<file path="src/rtl/reply_encoder_pkg.sv">
// Shared constants and state encoding for the reply encoder slice.
package reply_encoder_pkg;

  localparam int unsigned MAX_FRAME_BITS = 48;
  localparam logic [5:0]  OP_BITS        = 6'd16;

  localparam logic [15:0] OP_PWR_REPLY  = 16'hC5EF;
  localparam logic [15:0] OP_KBD_EVENT  = 16'hC510;
  localparam logic [15:0] OP_AUDIO_REQ  = 16'h0700;
  localparam logic [15:0] OP_MIC_SAMPLE = 16'hC700;

  typedef enum logic [2:0] {
    IDLE,
    START,
    OP,
    PAYLOAD,
    STOP,
    GAP
  } state_t;

endpackage

</file>
<file path="src/rtl/reply_encoder_serializer.sv">
// MSB-first shift register with a down-counting bit counter; done flags the last bit of a field.
module reply_serializer
  import reply_encoder_pkg::*;
(
  input  logic                      clk,
  input  logic                      rst_n,
  input  logic                      load,
  input  logic [MAX_FRAME_BITS-1:0] load_data,
  input  logic                      tick,
  input  logic                      len_load,
  input  logic [5:0]                len,
  output logic                      msb,
  output logic                      done
);

  logic [MAX_FRAME_BITS-1:0] sreg;
  logic [5:0]                bit_cnt;

  always_ff @(posedge clk or negedge rst_n) begin
    if (!rst_n) begin
      sreg    <= '0;
      bit_cnt <= '0;
    end else begin
      if (load)
        sreg <= load_data;
      else if (tick)
        sreg <= {sreg[MAX_FRAME_BITS-2:0], 1'b0};

      // A reload on the final op bit takes precedence over the decrement.
      if (len_load)
        bit_cnt <= len - 6'd1;
      else if (tick && (bit_cnt != '0))
        bit_cnt <= bit_cnt - 6'd1;
    end
  end

  assign msb  = sreg[MAX_FRAME_BITS-1];
  assign done = (bit_cnt == '0);

endmodule

</file>
<file path="src/rtl/reply_encoder.sv">
// Arbitrates reply sources and serializes start/op/payload/stop/gap frames on tx_data.
// Optional mic-sample source is enabled with `define MIC_SAMPLE_EN.
module reply_encoder
  import reply_encoder_pkg::*;
#(
  parameter int unsigned GAP_BITS      = 4,
  parameter int unsigned KBD_PAYLOAD_W = 32
) (
  input  logic                     clk,
  input  logic                     rst_n,
  input  logic                     bit_tick,
  input  logic                     pwr_req,
  output logic                     pwr_ack,
  input  logic                     kbd_valid,
  input  logic [KBD_PAYLOAD_W-1:0] kbd_data,
  output logic                     kbd_ack,
  input  logic                     audio_req,
  output logic                     audio_ack,
`ifdef MIC_SAMPLE_EN
  input  logic                     mic_valid,
  input  logic [15:0]              mic_data,
  output logic                     mic_ack,
`endif
  output logic                     tx_data,
  output logic                     busy
);

  state_t state, state_nxt;
  logic   tx_nxt;
  logic [3:0] gap_cnt, gap_nxt;
  logic [5:0] pay_len, plen_nxt;

  logic grant_pwr, grant_kbd, grant_mic, grant_audio, req_any, idle_eval;
  logic [MAX_FRAME_BITS-1:0] frame;
  logic [5:0] frame_len;

  logic ser_load, ser_tick, ser_len_load, ser_msb, ser_done;
  logic [5:0] ser_len;

  // Fixed-priority arbiter: pwr > kbd > mic > audio.
  always_comb begin
    grant_pwr   = 1'b0;
    grant_kbd   = 1'b0;
    grant_mic   = 1'b0;
    grant_audio = 1'b0;
    frame       = '0;
    frame_len   = '0;
    if (pwr_req) begin
      grant_pwr     = 1'b1;
      frame[47:32]  = OP_PWR_REPLY;
    end else if (kbd_valid) begin
      grant_kbd     = 1'b1;
      frame[47:32]  = OP_KBD_EVENT;
      frame[31 -: KBD_PAYLOAD_W] = kbd_data;
      frame_len     = 6'(KBD_PAYLOAD_W);
`ifdef MIC_SAMPLE_EN
    end else if (mic_valid) begin
      grant_mic     = 1'b1;
      frame[47:32]  = OP_MIC_SAMPLE;
      frame[31:16]  = mic_data;
      frame_len     = 6'd16;
`endif
    end else if (audio_req) begin
      grant_audio   = 1'b1;
      frame[47:32]  = OP_AUDIO_REQ;
    end
    req_any = grant_pwr | grant_kbd | grant_mic | grant_audio;
  end

  assign idle_eval = (state == IDLE) && rst_n;

  always_ff @(posedge clk or negedge rst_n) begin
    if (!rst_n) begin
      state   <= IDLE;
      tx_data <= 1'b1;
      gap_cnt <= '0;
      pay_len <= '0;
    end else begin
      state   <= state_nxt;
      tx_data <= tx_nxt;
      gap_cnt <= gap_nxt;
      pay_len <= plen_nxt;
    end
  end

  // Each tick drives the next line bit; GAP's final tick coincides with the
  // last idle bit, so a pending frame's start bit follows exactly GAP_BITS idles.
  always_comb begin
    state_nxt = state;
    tx_nxt    = tx_data;
    gap_nxt   = gap_cnt;
    plen_nxt  = pay_len;
    unique case (state)
      IDLE: begin
        if (req_any) begin
          state_nxt = START;
          plen_nxt  = frame_len;
        end
      end
      START: begin
        if (bit_tick) begin
          tx_nxt    = 1'b0;
          state_nxt = OP;
        end
      end
      OP: begin
        if (bit_tick) begin
          tx_nxt = ser_msb;
          if (ser_done)
            state_nxt = (pay_len == '0) ? STOP : PAYLOAD;
        end
      end
      PAYLOAD: begin
        if (bit_tick) begin
          tx_nxt = ser_msb;
          if (ser_done)
            state_nxt = STOP;
        end
      end
      STOP: begin
        if (bit_tick) begin
          tx_nxt    = 1'b1;
          gap_nxt   = 4'(GAP_BITS - 1);
          state_nxt = GAP;
        end
      end
      GAP: begin
        if (bit_tick) begin
          if (gap_cnt == '0)
            state_nxt = IDLE;
          else
            gap_nxt = gap_cnt - 4'd1;
        end
      end
      default: state_nxt = IDLE;
    endcase
  end

  always_comb begin
    busy         = (state != IDLE);
    pwr_ack      = idle_eval && grant_pwr;
    kbd_ack      = idle_eval && grant_kbd;
    audio_ack    = idle_eval && grant_audio;
    ser_load     = idle_eval && req_any;
    ser_tick     = bit_tick && ((state == OP) || (state == PAYLOAD));
    ser_len_load = 1'b0;
    ser_len      = OP_BITS;
    if (bit_tick && (state == START)) begin
      ser_len_load = 1'b1;
    end else if (bit_tick && (state == OP) && ser_done && (pay_len != '0)) begin
      ser_len_load = 1'b1;
      ser_len      = pay_len;
    end
  end

`ifdef MIC_SAMPLE_EN
  assign mic_ack = idle_eval && grant_mic;
`endif

  reply_serializer u_ser (
    .clk       (clk),
    .rst_n     (rst_n),
    .load      (ser_load),
    .load_data (frame),
    .tick      (ser_tick),
    .len_load  (ser_len_load),
    .len       (ser_len),
    .msb       (ser_msb),
    .done      (ser_done)
  );

endmodule

</file>
<file path="config.mk">
export PLATFORM = sky130hd
export DESIGN_NAME = reply_encoder
export DESIGN_NICKNAME = d
export VERILOG_FILES = /design/src/rtl/reply_encoder_pkg.sv /design/src/rtl/reply_encoder_serializer.sv /design/src/rtl/reply_encoder.sv
export SDC_FILE = /design/constraint.sdc
export NUM_CORES = 1
export LEC_CHECK = 0
export ABC_AREA = 1
export ABC_CLOCK_PERIOD_IN_PS = 2100
export CORE_MARGIN = 1.5
export CORE_UTILIZATION = 42
export CTS_BUF_LIST = sky130_fd_sc_hd__clkbuf_4 sky130_fd_sc_hd__clkbuf_8
export DETAILED_ROUTE_END_ITERATION = 12
export DONT_BUFFER_PORTS = 1
export SYNTH_ARGS = -nofsm -noshare
export SYNTH_HDL_FRONTEND = slang
export SYNTH_HIERARCHICAL = 1
export SYNTH_SLANG_ARGS = --single-unit
</file>
<file path="constraint.sdc">
create_clock -name clk -period 2.1 [get_ports clk]
set_clock_uncertainty 0.2 [all_clocks]
set_input_delay 0.63 -clock clk [delete_from_list [all_inputs] [get_ports clk]]
set_output_delay 0.63 -clock clk [all_outputs]
set_load 0.005 [all_outputs]
</file>
==> results.md <==
| Item | Value | Unit |
|---|---|---|
| Count of unique library cells instantiated by Yosys | 32 | - |
| Core outline area | 8341 | um2 |
| Final setup violation count | 3 | - |
| Port-buffer cells | 0 | - |
| Synth area leader | dfrtp_1 | - |
| Slowest cell on the critical path | dfrtp_1 | - |
| Number of buffers created by CTS | 9 | - |
| Number of filler cells placed in the layout | 845 | - |
| Crit Path Max Fanout | 8 | - |
| Width of the die | 96.57 | um |
| Ordered cell list for the critical path | nor2_2 -> nand4_1 -> inv_2 -> nand3_2 -> nor3_4 -> a21oi_2 -> inv_2 -> buf_12 -> inv_8 -> o21ai_4 -> ha_4 -> nand3_1 -> nand2_1 -> nand3_1 -> o21ai_1 | - |
| First-pass GRT wire length | 12,830 | um |
| Total of warnings raised by yosys | 6 | - |
| H-tree levels | 3 | - |
| Final number of hold-violating endpoints | 63 | - |
| Average footprint of a synthesized cell | 7.774 | um2 |
| Share of cells above drive strength 1 | 0.2280 | - |
| Final non-filler cell area | 4254 | um2 |
| Post-synth top area share | 0.4219 | - |
| Post-detailed-routing wire length | 7756 | um |
| Max Transition Viols Final | 0 | - |
| Share of the yosys chip area belonging to registers | 0.4291 | - |
| Sequential cell area | 1579 | um2 |
| Failing checks | hold timing, setup timing | - |
| Run status | finished with violations | - |
| Drt initial violations | 152 | - |
| Final-layout setup total negative slack | -0.08438 | ns |
| Clock latency reported for the late side of the worst-skew pair | 0.34 | ns |
| Fraction of the core area covered by cells at the end of the flow | 0.5101 | - |
| Hpwl dp | 5118 | um |
| Number of sinks handled by clock tree synthesis | 63 | - |
| DP Worst Slack | -0.1665 | ns |
| Commonest cells after routing, fill and taps aside | nand2_1, inv_1, dfrtp_1 | - |
| Initial DRT Pass Iterations | 6 | - |
| Slack of the critical path | -0.04116 | ns |
| Max rail drop VDD | 0.4194 | mV |
| TritonCTS clock tree | built | - |
| Classification of the worst-slack hold path | primary input to asynchronous set/reset pin | - |
| Number of standard-cell rows in the floorplan | 33 | - |
| Post-place instance area | 3935 | um2 |
| Final Wtd Congestion | 0.8862 | - |
| Type of the setup path with the least slack | register to register | - |
| Min Clock Period, post-route | 2.141 | ns |
| Flip-flop and latch count after synthesis | 63 | - |
| Total overflow reported by the global router | 0 | - |
| DR WL/cell | 12.82 | um |
| Clock transition at path regs | 0.07 | ns |
| Tcrit/Tclk final | 1.020 | - |
| Static Leakage | 1.986 | nW |
| RSZ-0062 raised after global routing | yes | - |
| Kind of start point of the critical path | register | - |
| Crit path arrival time | 2.20 | ns |
| Area of combinational cells with multiple inputs | 1802 | um2 |
| Vert. Die Dim | 96.57 | um |
| Data required time of the critical path | 2.16 | ns |
| NumNets Final | 535 | - |
| Sort of element at the end of the critical path | register | - |
| Via count | 3,050 | - |
| Deepest clock path buffer count | 2 | - |
| Aggregate global-route resource usage | 0.1774 | - |
| Longest individual stage delay on the worst path | 0.40 | ns |
| Initial antenna violation count | 0 | - |
| DRC errors left | 0 | - |
| Worst hold slack | -0.2157 | ns |
| Effective utilization at floorplan | 0.4409 | - |
| Netlist Area Pre-Place | 3677 | um2 |
| Fmax | 467.0 | MHz |
| Area growth syn-to-layout | 15.69 | % |
| Number of global-route vias before repair | 2,807 | - |
| Vias per cell | 5.041 | - |
| Die Area | 9326 | um2 |
| Fraction of registers with async set or reset after synthesis | 1.000 | - |
| Leading cell type in the layout, fill and taps excluded | nand2_1 | - |
| Power Density | 1346 | nW/um2 |
| Flip-flop cell with the highest count after synthesis | dfrtp_1 | - |
| Clock root buffer master | clkbuf_8 | - |
| Number of diodes added for antenna fixing | 0 | - |
| Top cells by area in the synthesized netlist | dfrtp_1, nand2_1, inv_1 | - |
| Count of pins on the block boundary | 43 | - |
| # Max-Cap Violations | 0 | - |
| Number of instances in the synthesized netlist | 473 | - |
| Number of flops mapped to enable cells by yosys | 0 | - |
| Largest net degree at the start of global routing | 65 | - |
| Number of nets with antenna violations after routing | 0 | - |
==> flip-flops by register name, summed over array words and instances, names as in the netlist <==
name           count
u_ser/bit_cnt      6
u_ser/sreg        48
gap_cnt            4
pay_len            1
state              3
tx_data            1
==> report_power, final <==
group / total (mW) / internal [mW] / switching, mW
logic: 2.82 / 1.16 / 1.66
clock network: 0.902 / 0.417 / 0.486
registers: 2.01 / 1.80 / 0.212
==> cell families after synthesis <==
family	after synthesis	share of synthesized area
simple gates	234	0.2651
buf+inv	108	0.1273
compound gates	64	0.1684
flops	63	0.4291
fa+ha+maj	2	0.006804
xor+xnor	1	0.002382
other cells	1	0.001020
==> stage by stage <==
stage | power, mW | std cells
4_1_cts | 5.659 | 604
3_5_place_dp | 4.604 | 582
2_1_floorplan | 3.988 | 480
5_1_grt | 6.200 | 605
6_report | 5.727 | 605
3_3_place_gp | 4.520 | 582
==> final timing paths <==
path | start | to | slack [ns] | depth (start not counted)
worst max-delay path | u_ser/bit_cnt[5] | u_ser/bit_cnt[4] | -0.04 | 15
worst min-delay path | rst_n | gap_cnt[3] | -0.22 | 0
worst max register to register | u_ser/bit_cnt[5] | u_ser/bit_cnt[4] | -0.04 | 15
worst min register to register | tx_data | tx_data | 0.30 | 2
max in group asynchronous | rst_n | tx_data | 1.74 | 0
min in group clk | pwr_req | u_ser/sreg[33] | 0.24 | 2
==> per-layer routing <==
metal	track usage	routed length [um]	up-vias
met5	0	0	-
met1	0.2457	3715	1451
met2	0.2733	3722	42
li1	-	-	1546
met4	0.07609	117	0
met3	0.02973	201	11
==> critical path: cells and delay by family, from the launching register on <==
kind	cells	cell delay, ns
and+or+nand+nor	7	0.68
DFF	1	0.40
buffers and inverters	4	0.31
AOI/OAI and AO/OA	3	0.28
adders and majority gates	1	0.18
==> final cells by class <==
cell class	count	area share
clock buffers	9	0.02912
clock inverters	7	0.009412
inverters	83	0.07500
multi-input cells	309	0.4235
flip-flops and latches	63	0.3712
well taps	105	0.03088
repair buffers	29	0.06088
==> repair_timing <==
action / in CTS / in global routing
hold endpoints to repair: 63 / 63
setup buffers: 7 / 2
pin swaps: 13 / 10
gates resized for setup: 22 / 13
endpoints found under the setup margin: 9 / 9
==> cells in the mapped netlist, types with 3 or more instances <==
cell type  instances
inv_2              4
buf_6              5
nand2_2            6
buf_2              7
nor2_1            50
dfrtp_1           62
o21ai_0            9
o221ai_2          19
o221ai_1          28
nand3_1           17
inv_1             78
nand2_1          150
a21oi_1            6
clkbuf_1           8
buf_4              3
No activity file was read; power rests on OpenSTA's default activity.
